===== src/rtl/tick_sched_pkg.sv =====
// Shared state encoding and default divider constants for the Bricks time base.
package tick_sched_pkg;

  typedef enum logic [1:0] {
    IDLE  = 2'd0,
    RUN   = 2'd1,
    PAUSE = 2'd2,
    STEP  = 2'd3
  } state_t;

  localparam int CNT_W         = 32;
  localparam int SCAN_DIV_DEF  = 5000;
  localparam int GAME_DIV_DEF  = 500000;
  localparam int GAME_STEP_DEF = 50000;
  localparam int GAME_MIN_DEF  = 100000;
  localparam int BLINK_DIV_DEF = 12500000;

endpackage


===== src/rtl/strobe_divider.sv =====
// Programmable wrap counter: counts 0..period-1 and registers a one-cycle wrap
// strobe, or with TOGGLE set, a level that flips on every wrap.
module strobe_divider #(
  parameter int CNT_W  = 32,
  parameter bit TOGGLE = 1'b0
) (
  input  logic             clock,
  input  logic             reset,
  input  logic             enable,
  input  logic             clear,
  input  logic [CNT_W-1:0] period,
  output logic             wrap
);

  localparam logic [CNT_W-1:0] ONE = {{(CNT_W-1){1'b0}}, 1'b1};

  logic [CNT_W-1:0] cnt;
  logic             hit;

  assign hit = enable && (cnt == period - ONE);

  always_ff @(posedge clock or negedge reset) begin
    if (!reset) begin
      cnt  <= '0;
      wrap <= 1'b0;
    end else if (clear) begin
      cnt  <= '0;
      wrap <= TOGGLE ? wrap : 1'b0;
    end else begin
      if (hit)
        cnt <= '0;
      else if (enable)
        cnt <= cnt + ONE;
      wrap <= TOGGLE ? (wrap ^ hit) : hit;
    end
  end

endmodule


===== src/rtl/tick_scheduler.sv =====
// Bricks time base: scan/game strobes, UI blink and the run/pause/step sequencer.
// Define TICK_SPEEDUP_EN to make the game period follow speed_level.
//
// state | meaning
// IDLE  | game counter held at 0, waiting for run_req
// RUN   | game counter advancing, ticks at the latched period
// PAUSE | game counter frozen, run_req resumes, step_req steps
// STEP  | one-cycle visit that emits a single game tick
module tick_scheduler #(
  parameter int SCAN_DIV  = tick_sched_pkg::SCAN_DIV_DEF,
  parameter int GAME_DIV  = tick_sched_pkg::GAME_DIV_DEF,
  parameter int GAME_STEP = tick_sched_pkg::GAME_STEP_DEF,
  parameter int GAME_MIN  = tick_sched_pkg::GAME_MIN_DEF,
  parameter int BLINK_DIV = tick_sched_pkg::BLINK_DIV_DEF,
  parameter int CNT_W     = tick_sched_pkg::CNT_W
) (
  input  logic        clock,
  input  logic        reset,
  input  logic        run_req,
  input  logic        pause_req,
  input  logic        step_req,
  input  logic        stop_req,
  input  logic [2:0]  speed_level,
  output logic        scan_tick,
  output logic        game_tick,
  output logic        blink,
  output logic [1:0]  state,
  output logic [15:0] tick_count
);

  import tick_sched_pkg::*;

  localparam logic [CNT_W-1:0] SCAN_P  = CNT_W'(SCAN_DIV);
  localparam logic [CNT_W-1:0] BLINK_P = CNT_W'(BLINK_DIV);
  localparam logic [CNT_W-1:0] GAME_P  = CNT_W'(GAME_DIV);

  state_t           state_q, state_d;
  logic [CNT_W-1:0] period_q, period_sel;
  logic             game_wrap, step_q, game_clear, game_en, latch_period;

`ifdef TICK_SPEEDUP_EN
  localparam logic [CNT_W-1:0] HEADROOM =
    (GAME_DIV > GAME_MIN) ? CNT_W'(GAME_DIV - GAME_MIN) : '0;

  logic [CNT_W-1:0] reduction;

  // Clamp test happens before the subtraction so the period never underflows.
  assign reduction  = CNT_W'(speed_level) * CNT_W'(GAME_STEP);
  assign period_sel = (reduction > HEADROOM) ? CNT_W'(GAME_MIN) : (GAME_P - reduction);
`else
  logic [CNT_W-1:0] cfg_unused;

  assign cfg_unused = CNT_W'(GAME_STEP) ^ CNT_W'(GAME_MIN) ^ CNT_W'(speed_level);
  assign period_sel = GAME_P;
`endif

  always_comb begin
    state_d = state_q;
    if (stop_req) begin
      state_d = IDLE;
    end else begin
      case (state_q)
        IDLE:    if (run_req) state_d = RUN;
        RUN:     if (pause_req) state_d = PAUSE;
        PAUSE:   if (run_req) state_d = RUN;
                 else if (step_req) state_d = STEP;
        STEP:    state_d = PAUSE;
        default: state_d = IDLE;
      endcase
    end
  end

  assign game_en      = (state_q == RUN);
  assign game_clear   = stop_req || (state_q == IDLE);
  // The wrap strobe is visible while the counter reads 0, so the new period
  // is in place before the next terminal-count compare can matter.
  assign latch_period = game_wrap || ((state_q == IDLE) && (state_d == RUN));

  always_ff @(posedge clock or negedge reset) begin
    if (!reset) begin
      state_q    <= IDLE;
      step_q     <= 1'b0;
      period_q   <= '0;
      tick_count <= '0;
    end else begin
      state_q <= state_d;
      step_q  <= (state_d == STEP);
      if (latch_period)
        period_q <= period_sel;
      if (stop_req)
        tick_count <= '0;
      else if (game_tick)
        tick_count <= tick_count + 16'd1;
    end
  end

  assign game_tick = game_wrap | step_q;
  assign state     = state_q;

  strobe_divider #(.CNT_W(CNT_W), .TOGGLE(1'b0)) u_scan (
    .clock  (clock),
    .reset  (reset),
    .enable (1'b1),
    .clear  (1'b0),
    .period (SCAN_P),
    .wrap   (scan_tick)
  );

  strobe_divider #(.CNT_W(CNT_W), .TOGGLE(1'b1)) u_blink (
    .clock  (clock),
    .reset  (reset),
    .enable (1'b1),
    .clear  (1'b0),
    .period (BLINK_P),
    .wrap   (blink)
  );

  strobe_divider #(.CNT_W(CNT_W), .TOGGLE(1'b0)) u_game (
    .clock  (clock),
    .reset  (reset),
    .enable (game_en),
    .clear  (game_clear),
    .period (period_q),
    .wrap   (game_wrap)
  );

endmodule

===== config.mk =====
export PLATFORM = sky130hd
export DESIGN_NAME = tick_scheduler
export DESIGN_NICKNAME = d
export VERILOG_FILES = /design/src/rtl/tick_sched_pkg.sv /design/src/rtl/strobe_divider.sv /design/src/rtl/tick_scheduler.sv
export SDC_FILE = /design/constraint.sdc
export NUM_CORES = 1
export LEC_CHECK = 0
export CORE_AREA = 2 2 105 208
export CTS_CLUSTER_SIZE = 8
export DETAILED_ROUTE_END_ITERATION = 7
export DIE_AREA = 0 0 107 210
export PLACE_DENSITY_LB_ADDON = 0.05
export SLEW_MARGIN = 20
export SYNTH_ARGS = -nofsm -noshare
export SYNTH_HDL_FRONTEND = slang
export SYNTH_HIERARCHICAL = 1
export SYNTH_SLANG_ARGS = --single-unit

===== constraint.sdc =====
create_clock -name clock -period 6.4 [get_ports clock]
set_input_delay 0.64 -clock clock [delete_from_list [all_inputs] [get_ports clock]]
set_output_delay 0.64 -clock clock [all_outputs]
set_load 0.02 [all_outputs]

## After elaboration in Yosys (flattened, before gate mapping)

Cells that the tools add are included.

| word-level totals | value |
|---|---|
| flip-flop bits (word level) | 119 |
| bits in latches | 0 |
| memory bits (writable) | 0 |
| ROM bits | 0 |
| memories | 0 |

| cells by class | value |
|---|---|
| add/sub/neg operators | 5 |
| multipliers | 0 |
| div/mod/pow operators | 0 |
| magnitude comparators | 0 |
| equality and inequality tests | 8 |
| shifts and indexed selects | 0 |
| mux-type cells | 14 |
| bitwise logic cells | 2 |
| reduce and logical (&&, ||, !) cells | 7 |

Operators by type and width:

| cell | count |
|---|---|
| $mux W32 | 5 |
| $add A32 B1 Y32 const B | 3 |
| $eq A32 B13 Y1 const B | 1 |
| $eq A32 B24 Y1 const B | 1 |
| $eq A32 B32 Y1 | 1 |
| $mux W16 | 2 |
| $sub A19 B1 Y20 const B | 1 |
| $add A16 B1 Y16 const B | 1 |
| $mux W2 | 5 |
| $pmux W2 S4 | 1 |
| $eq A2 B2 Y1 const B | 3 |
| $eq A2 B1 Y1 const B | 2 |
| $reduce_bool A3 Y1 | 1 |
| $logic_and A1 B1 Y1 | 2 |
| $logic_not A2 Y1 | 1 |
| $logic_or A1 B1 Y1 | 2 |
| $reduce_bool A2 Y1 | 1 |
| $mux W1 | 1 |
| $or A1 B1 Y1 | 1 |
| $xor A1 B1 Y1 | 1 |

## Logic depth before layout (Yosys ltp)

Gate-level depths: netlist of the first run.

| logic depth | value |
|---|---|
| word-level depth | 7 |
| mapped depth | 13 |

## Hierarchy

Netlist of the first run, hierarchy kept.

By module, submodules not included:

| module | instances | cells an instance | area an instance (um^2) | sequential area each (um^2) |
|---|---|---|---|---|
| strobe_divider at u_game ... | 2 | 393 | 3076.7 | 825.8 |
| strobe_divider at u_blink | 1 | 411 | 3168.0 | 825.8 |
| tick_scheduler | 1 | 98 | 977.2 | 500.5 |

## Worst setup path after synthesis of the first run

OpenSTA, ideal clock, no wires.

| path | value |
|---|---|
| kind | reg-to-reg |
| start | register period_q[5] (netlist name) |
| end | register u_game.cnt[22] |
| setup time | 119 ps |
| arrival | 3689 ps |
| setup slack | 2592 ps |
| cell stages (with the launch flop) | 12 |
| clock period less this slack | 3808 ps |
| cells stage by stage | dfrtp_1 or4_1 buf_2 or4_4 buf_6 or4_1 xnor2_1 nor4_1 nand4_2 o21ai_4 buf_6 nor2_1 |

| between the ends | value |
|---|---|
| word-level cells in the longest chain between the ends | 5 |
| elaborated cells on any way between the ends | 6 |

Ends and longest elaborated chain:

| item | line | text |
|---|---|---|
| $sub A19 B1 Y20 (*) | strobe_divider.sv:20 | `assign hit = enable && (cnt == period - ONE);` |
| $eq A32 B32 Y1 (*) | strobe_divider.sv:20 |  |
| $logic_and A1 B1 Y1 (*) | strobe_divider.sv:20 |  |
| $mux W32 | strobe_divider.sv:30 | `if (hit)` |
| $mux W32 | strobe_divider.sv:26 | `end else if (clear) begin` |
| to (signal assigned) | strobe_divider.sv:33 | `cnt <= cnt + ONE;` |
| to (decl) | strobe_divider.sv:17 | `logic [CNT_W-1:0] cnt;` |

Mark *: on every way between the ends. The rest lies on a longest branch, timed or not.
A chain may end at the register's enable or synchronous reset.

## Worst setup path after layout of the first run

| path | value |
|---|---|
| start | register period_q[5] (netlist name) |
| end | register u_game.cnt[1] |

| between the ends | value |
|---|---|
| word-level cells in the longest chain between the ends | 5 |
| elaborated cells on any way between the ends | 6 |

Ends and longest elaborated chain:

| item | line |
|---|---|
| $sub A19 B1 Y20 (*) | strobe_divider.sv:20 |
| $eq A32 B32 Y1 (*) | strobe_divider.sv:20 |
| $logic_and A1 B1 Y1 (*) | strobe_divider.sv:20 |
| $mux W32 | strobe_divider.sv:30 |
| $mux W32 | strobe_divider.sv:26 |

Marked as above.

==> results of run 1 <==
[per-layer routing]
metal,wire length (µm),up-vias
met1,9211,4688
met4,2118,0
met2,17290,160
li1,-,5116
met3,584,94
met5,0,-
[per-stage QoR]
step | hold slack, ps | utilization, % | power, mW | setup slack, ps
floorplan | 344.4 | - | 0.9347 | 2592
global placement | 458.4 | 57.73 | 0.9774 | 2013
detailed placement | 466.7 | 57.76 | 0.9787 | 1951
CTS | 295.8 | 60.63 | 1.979 | 1930
global route | 351.4 | 60.63 | 2.054 | 1419
finish | 280.2 | 60.63 | 1.972 | 1943
[final cells by class]
class                           count  share of cell area (%)
Tap cell                          269                   2.653
Clock inverter                     15                   1.381
Clock buffer                       17                   3.353
Sequential cell                   119                   23.47
Multi-Input combinational cell   1452                   65.25
Inverter                           49                   1.450
Timing Repair Buffer               33                   2.446
[cell families after synthesis]
logic type / Yosys count / synth area share [%]
AO/OA/AOI/OAI: 228 / 15.73
AND/OR/NAND/NOR: 651 / 34.32
other: 2 / 0.07292
buffers and inverters: 110 / 4.835
multiplexers: 10 / 0.9841
XOR/XNOR: 168 / 14.29
flip-flops: 119 / 28.92
adder cells (fa/ha/maj): 7 / 0.8504
[registers in the layout, indices dropped and copies added, names as in the netlist]
name and count:
period_q 1, state 2, step_q 1, tick_count 16, u_blink/cnt 32, u_blink/wrap 1
u_game/cnt 32, u_game/wrap 1, u_scan/cnt 32, u_scan/wrap 1
[synthesized netlist by cell type, types with 8 or more instances]
library cell,count
a21oi_1,31
a31oi_1,16
and2_1,10
and3_1,17
and4_1,11
buf_6,9
clkbuf_1,46
dfrtp_1,119
inv_1,45
mux2i_1,9
nand2_1,105
nand2b_1,24
nand3_1,71
nand4_1,46
nor2_1,156
nor2b_1,12
nor3_1,47
nor4_1,48
nor4b_1,10
o2111ai_1,9
o211a_1,8
o211ai_1,18
o21ai_0,38
o22ai_1,17
o31a_1,10
o31ai_1,11
or2_2,9
or3_1,21
or4_1,17
xnor2_1,104
xor2_1,64
[how the worst min path moves through the flow]
stage | to | startpoint
2_1_floorplan | period_q[5] | reset
3_3_place_gp | u_blink/wrap | u_blink/wrap
3_5_place_dp | u_blink/wrap | u_blink/wrap
4_1_cts | u_game/cnt[3] | reset
5_1_grt | u_game/cnt[23] | reset
6_report | u_game/cnt[23] | reset
[power groups by stage]
stage	clock network, mW	logic [mW]	registers [mW]
CTS	1.01	0.203	0.763
global placement	0	0.201	0.776
global route	1.04	0.250	0.763
detailed placement	0	0.203	0.776
finish	0.993	0.217	0.763
floorplan	0	0.159	0.775
[worst reg2reg max path: cells and delay by family, from the launching register on]
kind / cells / cell delay, ps
AND/OR/NAND/NOR: 5 / 2620
XOR/XNOR: 1 / 160
flip-flops: 1 / 570
AO/OA/AOI/OAI: 2 / 950
==> qor.yml, run 1 <==
root_buffer: "clkbuf_16"
htreeDepth: 4
reg2reg_setup_slack_ps: 1940
ios: 30
r2r_end: "u_game/cnt[1]"
viasPerCell: 5.147
fin_area_mm2: 0.01269
worstPathMaxFanout: 28
grt_overflow: 0
placed_cells: 1922
yosys_warnings: 6
p_leak_nw: 5.224
slew_viol_final: 0
switching_power_mw: 0.5377
synthCells: 1295
cts_post_setup_buffers_inserted: 0
required_ps: 6680
grt_pass1_wl_um: 47890
die_width_um: 107
rsz0062_at_grt: "no"
grt_use_met3_pct: 3.958
rows: 75
post_cts_resized: 0
coreArea_mm2: 0.02093
finalNonFillerCells: 1954
final_cell_mix: "conb_1 (388), nor2_1 (156), dfrtp_1 (119)"
end_kind: "flop"
die_area_mm2: 0.02247
path_delay_family: "simple AND/OR/NAND/NOR gates"
met2_usage_pct: 57.13
drive_above_1_share_pct: 4.866
start_util_pct: 49.21
clockBufferDepth: 2
cp-endpoint: "u_game/cnt[1]"
firstDrtPassIters: 5
worst-r2r-cell-count: 8
cts_tree: "done"
drt_wl_total_um: 29200
met1_usage_pct: 21.90
insertedDiodeCount: 0
irDropWorstVdd_mv: 0.1547
r2r-start: "period_q[5]"
hold_path.class: "input pin to asynchronous set/reset pin"
finalWeightedCongestion: 0.8700
synth_edf_count: 0
synth_ff_type: "dfrtp_1"
cp_common_cell: "or4_1"
worst-path-stages: 8
cp.arrival_ps: 4740
path_buf_inv: 0
multi_input_area_mm2: 0.008278
drt_iter0_markers: 312
final_common_cell: "conb_1"
p_seq_share_pct: 38.7
dp_hpwl_um: 22910
grt_max_degree: 63
worstSetupStartpointType: "flop"
final.fill_count: 2021
synth_cell_types: 80
cp-startpoint: "period_q[5]"
die_h_um: 210
dr_total_vias: 10060
top_usage_layer: "met2"
swShare_pct: 27.26
p_clk_share_pct: 50.3
wl_per_cell_um: 14.95
synth_area_leaders: "dfrtp_1 (29%), xnor2_1 (8.8%), nor2_1 (5.7%), xor2_1 (5.4%), nand2_1 (3.8%)"
regArea_mm2: 0.002978
grt_util_all_layers_pct: 27.51
status: "finished, final reports clean"
path_clk_slew_ps: 60
clock_latency_ps: 440
portBuffers: 26
synth_area_leader_cell: "dfrtp_1"
cts_sinks: 119
ys_ff_latch: 119
critical_path.max_stage_delay_ps: 740
avgSynthCellArea_um2: 7.953
synth_top_cell_area_share_pct: 28.92
cap_violations: 0
ant_nets: 0
cpMaxStageDelayCell: "or4_1"
syn_area_mm2: 0.01030
worstSetupPathType: "flop to flop"
fmax_ghz: 0.2244
p_per_area_mw_per_mm2: 155.4
slew_headroom_pct: 30.40
ys_seq_area_share_pct: 28.92
path_cells: "or4_1 -> or4_4 -> or4_1 -> xnor2_1 -> nor4_1 -> nand4_2 -> o21ai_4 -> o32ai_1"
syn_to_final_growth_pct: 23.19
fin_tns_setup_ps: 0
finalCritPeriodShare_pct: 69.64
tightest_slew_ps: 1031
skew_ps: 6.534
combinationalPowerShare_pct: 11.0
setup_violations: 0
grt_antenna_before_repair: 0
hold_buffers: 0
cts-buffers-inserted: 17
fin_nets: 1688
p_int_mw: 1.434
fin_crit_ps: 4457
grt_pass1_vias: 10060
hold_viol: 0
placed_cell_area_mm2: 0.01209
async_reset_ff_share_pct: 100.0
drc: 0
Note: power is estimated with default switching activity, not from simulation.
==> run 2: changes to the inputs <==
==> constraint.sdc (replaced) <==
create_clock -name clock -period 4.4 [get_ports clock]
set_input_delay 0.44 -clock clock [delete_from_list [all_inputs] [get_ports clock]]
set_output_delay 0.44 -clock clock [all_outputs]
set_load 0.02 [all_outputs]
==> run 2 against run 1 <==
Against the previous run:
- fmax up 6.5%
- final cell count up 0.10%
- sequential power up 45%
- setup slack worse by 1700 ps
- critical path depth unchanged
- critical path type unchanged
==> qor.yml, run 2 (synthesis results as in run 1) <==
status: "finished, final reports clean"
portBuffers: 26  # unchanged
p_leak_nw: 5.256  # +0.61%
dr_total_vias: 10170  # +1.1%
path_cells: "or4_1 -> or4_4 -> or4_1 -> xnor2_1 -> nor4_1 -> nand4_2 -> o21ai_2 -> nor2_1"
rows: 75  # unchanged
power_mw: 2.989  # +52%
hold_path.class: "input pin to asynchronous set/reset pin"
cp.arrival_ps: 4470  # -270 ps
critical_path.max_stage_delay_ps: 760  # +20 ps
dp_hpwl_um: 22730  # -0.82%
biggestRegsByFlops: "u_blink/cnt x32, u_game/cnt x32, u_scan/cnt x32"
cpMaxStageDelayCell: "o21ai_2"
skew_ps: 10.19  # +3.654 ps
viasPerCell: 5.198  # +0.99%
die_h_um: 210  # unchanged
drc: 0  # unchanged
start_util_pct: 49.21  # unchanged
slew_viol_final: 0  # unchanged
fin_crit_ps: 4183  # -273.7 ps
firstDrtPassIters: 5  # unchanged
worstPathMaxFanout: 14  # -50%
setup_violations: 0  # unchanged
fmax_ghz: 0.2390  # +6.5%
slew_headroom_pct: 32.00  # +1.6 points
grt_overflow: 0  # unchanged
drt_wl_total_um: 29350  # +0.51%
insertedDiodeCount: 0  # unchanged
p_per_area_mw_per_mm2: 234.4  # +51%
finalNonFillerCells: 1956  # +0.10%
worstSetupPathType: "flop to flop"
final_core_util_pct: 60.96  # +0.33 points
drive_above_1_share_pct: 4.920  # +0.054 points
cap_violations: 0  # unchanged
htreeDepth: 4  # unchanged
final_common_cell: "conb_1"
grt_pass1_wl_um: 46910  # -2.0%
clockBufferDepth: 2  # unchanged
wl_per_cell_um: 15.01  # +0.40%
required_ps: 4690  # -1990 ps
hold_viol: 0  # unchanged
fin_nets: 1690  # +0.12%
multi_input_area_mm2: 0.008280  # about the same
placed_cells: 1923  # +0.052%
syn_to_final_growth_pct: 23.86
irDropWorstVdd_mv: 0.2566  # +66%
worstSetupStartpointType: "flop"
fin_area_mm2: 0.01276  # +0.54%
die_width_um: 107  # unchanged
rsz0062_at_grt: "no"
finalCritPeriodShare_pct: 95.07  # +25 points
cts_post_setup_buffers_inserted: 0  # unchanged
cts_tree: "done"
final.fill_count: 2035  # +0.69%
path_buf_inv: 0  # unchanged
grt_antenna_before_repair: 0  # unchanged
root_buffer: "clkbuf_16"
fin_tns_setup_ps: 0  # unchanged
path_clk_slew_ps: 60  # about the same
grt_pass1_vias: 9639  # -4.2%
final_cell_mix: "conb_1 (388), nor2_1 (156), dfrtp_1 (119)"
die_area_mm2: 0.02247  # unchanged
clock_latency_ps: 440  # about the same
finalWeightedCongestion: 0.9016  # +3.6%
tightest_slew_ps: 1007  # -23.73 ps
cts_sinks: 119  # unchanged
grt_util_all_layers_pct: 26.91  # -0.60 points
regArea_mm2: 0.002978  # unchanged
pre_cts_ws_ps: 211.9  # -1739 ps
coreArea_mm2: 0.02093  # unchanged
path_delay_family: "simple AND/OR/NAND/NOR gates"
placed_cell_area_mm2: 0.01209  # about the same
hold_slack_ps: 72.77  # -207.4 ps
worst_slack_ps: 216.8  # -1726 ps
ant_nets: 0  # unchanged
ios: 30  # unchanged
end_kind: "flop"
cp_common_cell: "or4_1"
drt_iter0_markers: 392  # +26%
grt_max_degree: 64  # +1.6%
cts-buffers-inserted: 17  # unchanged
[run 2: cell count changes in the layout (fill, tap and decap cells not counted)]
cell | previous run | this run
bufinv_16 | 3 | 5
nor4_2 | 6 | 5
nor4_1 | 47 | 48
clkbuf_8 | 0 | 1
clkinv_2 | 5 | 2
o21ai_2 | 0 | 1
buf_4 | 8 | 9
[run 2: timing repair]
action,CTS,global route
setup endpoints to repair,0,3
resized for setup,0,0
hold buffers,0,0
[run 2: path summary, 6_finish.rpt]
| kind | cells after the start | slack, ps | endpoint | start |
|---|---|---|---|---|
| max | 8 | 220 | u_game/cnt[30] | period_q[5] |
| min | 1 | 70 | u_game/cnt[1] | reset |
| max reg2reg | 8 | 220 | u_game/cnt[30] | period_q[5] |
| min reg2reg | 1 | 480 | u_blink/wrap | u_blink/wrap |
| max in group asynchronous | 2 | 3350 | u_blink/cnt[24] | reset |
| min in group clock | 1 | 480 | u_blink/wrap | u_blink/wrap |
[run 2: layout make-up]
type / count / share of cell area (%)
tap: 269 / 2.639
sequential: 119 / 23.34
inverter: 49 / 1.442
clock buffer: 18 / 3.443
timing repair buffer: 34 / 2.491
multi-input combinational: 1453 / 64.91
clock inverter: 14 / 1.726
[run 2: per-layer routing]
metal / GRT usage (%) / vias to the layer above / wire [µm]
li1: - / 5121 / -
met2: 55.70 / 161 / 17470
met3: 2.845 / 95 / 453
met4: 17.82 / 0 / 1827
met1: 22.70 / 4791 / 9597
met5: 0 / - / 0
[run 2: power by group]
group          internal (mW)  switching (mW)
clock network           1.02           0.541
registers               1.10         0.00924
logic                 0.0959           0.220
total                   2.22           0.770
==> run 3: changes to the inputs <==
--- a/config.mk
+++ b/config.mk
@@ -9,7 +9,9 @@
 export CTS_CLUSTER_SIZE = 8
 export DETAILED_ROUTE_END_ITERATION = 7
 export DIE_AREA = 0 0 107 210
-export PLACE_DENSITY_LB_ADDON = 0.05
+export DONT_BUFFER_PORTS = 1
+export PLACE_DENSITY = 0.65
+export RECOVER_POWER = 100
 export SLEW_MARGIN = 20
 export SYNTH_ARGS = -nofsm -noshare
 export SYNTH_HDL_FRONTEND = slang
==> run 3 against run 2 <==
Against the previous run:
- the flow now finishes with violations (max-capacitance violations, max-slew violations)
- critical endpoint is now u_game/cnt[11]
- clock power decreased by 6%
- non-clock buffer count decreased by 23
- final cell count down 1.2%
- die area is the same
- via count down 1.1%
- cell area fell by 2.5%
- sequential power hardly changed
- largest cell class unchanged
==> qor.yml, run 3 (synthesis results as in run 1) <==
status: "finished, violations left"
violations: "max-capacitance violations, max-slew violations"
grt_pass1_vias: 9818  # +1.9%
path_cells: "or4_1 -> or4_4 -> or4_1 -> xnor2_1 -> nor4_1 -> nand4_2 -> o21ai_4 -> o211ai_1"
clock_latency_ps: 430  # about the same
finalWeightedCongestion: 0.9132  # +1.3%
worst-path-stages: 8  # unchanged
start_util_pct: 49.21  # unchanged
critical_path.max_stage_delay_ps: 660  # -100 ps
coreArea_mm2: 0.02093  # unchanged
syn_to_final_growth_pct: 20.79
ios: 30  # unchanged
tightest_slew_ps: 3159  # +2151 ps
p_seq_share_pct: 38.6  # +1.5 points
p_clk_share_pct: 51.0  # -1.3 points
grt_pass1_wl_um: 47870  # +2.0%
worst-r2r-cell-count: 8  # unchanged
grt_overflow: 0  # unchanged
grt_util_all_layers_pct: 27.30  # +0.39 points
cp-startpoint: "period_q[5]"
p_per_area_mw_per_mm2: 231.8  # -1.1%
cts-buffers-inserted: 17  # unchanged
root_buffer: "clkbuf_16"
die_area_mm2: 0.02247  # unchanged
path_delay_family: "simple AND/OR/NAND/NOR gates"
setup_violations: 0  # unchanged
insertedDiodeCount: 0  # unchanged
hold_path.class: "input pin to flop"
min_from: "stop_req"
required_ps: 4690  # about the same
drt_wl_total_um: 29220  # -0.45%
swShare_pct: 27.20  # +1.4 points
cts_sinks: 119  # unchanged
cpMaxStageDelayCell: "or4_1"
cp.arrival_ps: 4240  # -230 ps
min_path_cells: 1
fin_crit_ps: 3944  # -239.1 ps
placed_cell_area_mm2: 0.01184  # -2.1%
hold_slack_ps: 58.89  # -13.88 ps
p_int_mw: 2.099  # -5.4%
fmax_ghz: 0.2535  # +6.1%
switching_power_mw: 0.7842  # +1.8%
fin_area_mm2: 0.01244  # -2.5%
r2r-start: "period_q[5]"
portBuffers: 0  # -100%
htreeDepth: 4  # unchanged
firstDrtPassIters: 5  # unchanged
pre_cts_ws_ps: 209.6  # -2.340 ps
slew_viol_final: 149  # +149
grt_max_degree: 120  # +88%
combinationalPowerShare_pct: 10.5  # about the same
drc: 0  # unchanged
path_clk_slew_ps: 60  # about the same
wl_per_cell_um: 15.12  # +0.73%
biggestRegsByFlops: "u_blink/cnt x32, u_game/cnt x32, u_scan/cnt x32"
end_kind: "flop"
worst_slack_ps: 455.8  # +239.1 ps
fin_tns_setup_ps: 0  # unchanged
viasPerCell: 5.202  # about the same
rsz0062_at_grt: "no"
ant_nets: 0  # unchanged
rows: 75  # unchanged
hold_viol: 0  # unchanged
cap_violations: 2  # +2
irDropWorstVdd_mv: 0.2648  # +3.2%
skew_ps: 10.62  # +0.4322 ps
drt_iter0_markers: 401  # +2.3%
cp_common_cell: "or4_1"
cts_post_setup_buffers_inserted: 0  # unchanged
final_common_cell: "conb_1"
cts_tree: "done"
worstPathMaxFanout: 14  # unchanged
dp_hpwl_um: 22370  # -1.5%
clockBufferDepth: 2  # unchanged
finalCritPeriodShare_pct: 89.64  # -5.4 points
slew_headroom_pct: -110.6  # -140 points
die_h_um: 210  # unchanged
worstSetupPathType: "flop to flop"
path_buf_inv: 0  # unchanged
fin_nets: 1667  # -1.4%
die_width_um: 107  # unchanged
p_leak_nw: 5.143  # -2.2%
final_cell_mix: "conb_1 (388), nor2_1 (156), dfrtp_1 (119)"
power_mw: 2.883  # -3.6%
dr_total_vias: 10060  # -1.1%
drive_above_1_share_pct: 4.627  # -0.29 points
worstSetupStartpointType: "flop"
grt_antenna_before_repair: 0  # unchanged
==> run 3: cell types whose count changed in the layout (fill, tap and decap cells not counted), moves of 2 or more <==
cell / before / now
clkdlybuf4s50_1: 25 / 0
clkbuf_1: 0 / 2
o21ai_1: 2 / 0
o21ai_0: 38 / 40
o311ai_0: 7 / 13
o311ai_1: 6 / 0
bufinv_16: 5 / 3
buf_4: 9 / 7
==> run 3: metal layers <==
| layer | part of all wire, % | up-vias | global-route usage, % |
|---|---|---|---|
| met3 | 2.1 | 92 | 3.927 |
| li1 | - | 5078 | - |
| met2 | 59 | 181 | 55.66 |
| met1 | 32 | 4704 | 23.53 |
| met5 | 0 | - | 0 |
| met4 | 6.3 | 0 | 17.20 |
==> run 3: final cells by class <==
class,count,area (µm²)
inverter,49,183.9
timing repair buffer,11,75.07
clock inverter,14,173.9
tap,269,336.6
fill,2082,8487
clock buffer,18,439.2
sequential,119,2978
multi-input combinational,1453,8253
==> run 3: metrics by stage <==
step	util (%)	cells
finish	59.44	1933
global route	59.44	1933
CTS	59.68	1932
detailed placement	56.57	1898
global placement	56.57	1898
floorplan	-	1681
==> run 3: final timing paths <==
path | end | slack, ps
worst min-delay path | state[1] | 60
worst min register to register | u_blink/cnt[31] | 530
worst max-delay path | u_game/cnt[11] | 460
worst max register to register | u_game/cnt[11] | 460
min in group asynchronous | u_game/cnt[3] | 1530
max in group asynchronous | u_blink/cnt[9] | 950
==> run 3: what timing repair did <==
action | 4_1_cts | 5_1_grt
gates resized for setup | 0 | 1
endpoints found under the hold margin | 119 | 0
hold buffers | 2 | 0
endpoints found under the setup margin | 0 | 28
==> run 3: power by group through the flow <==
stage	clock network, mW	logic (mW)	registers (mW)
floorplan	0	0.232	1.13
global placement	0	0.253	1.13
detailed placement	0	0.255	1.13
CTS	1.50	0.283	1.11
global route	1.54	0.350	1.11
finish	1.47	0.302	1.11
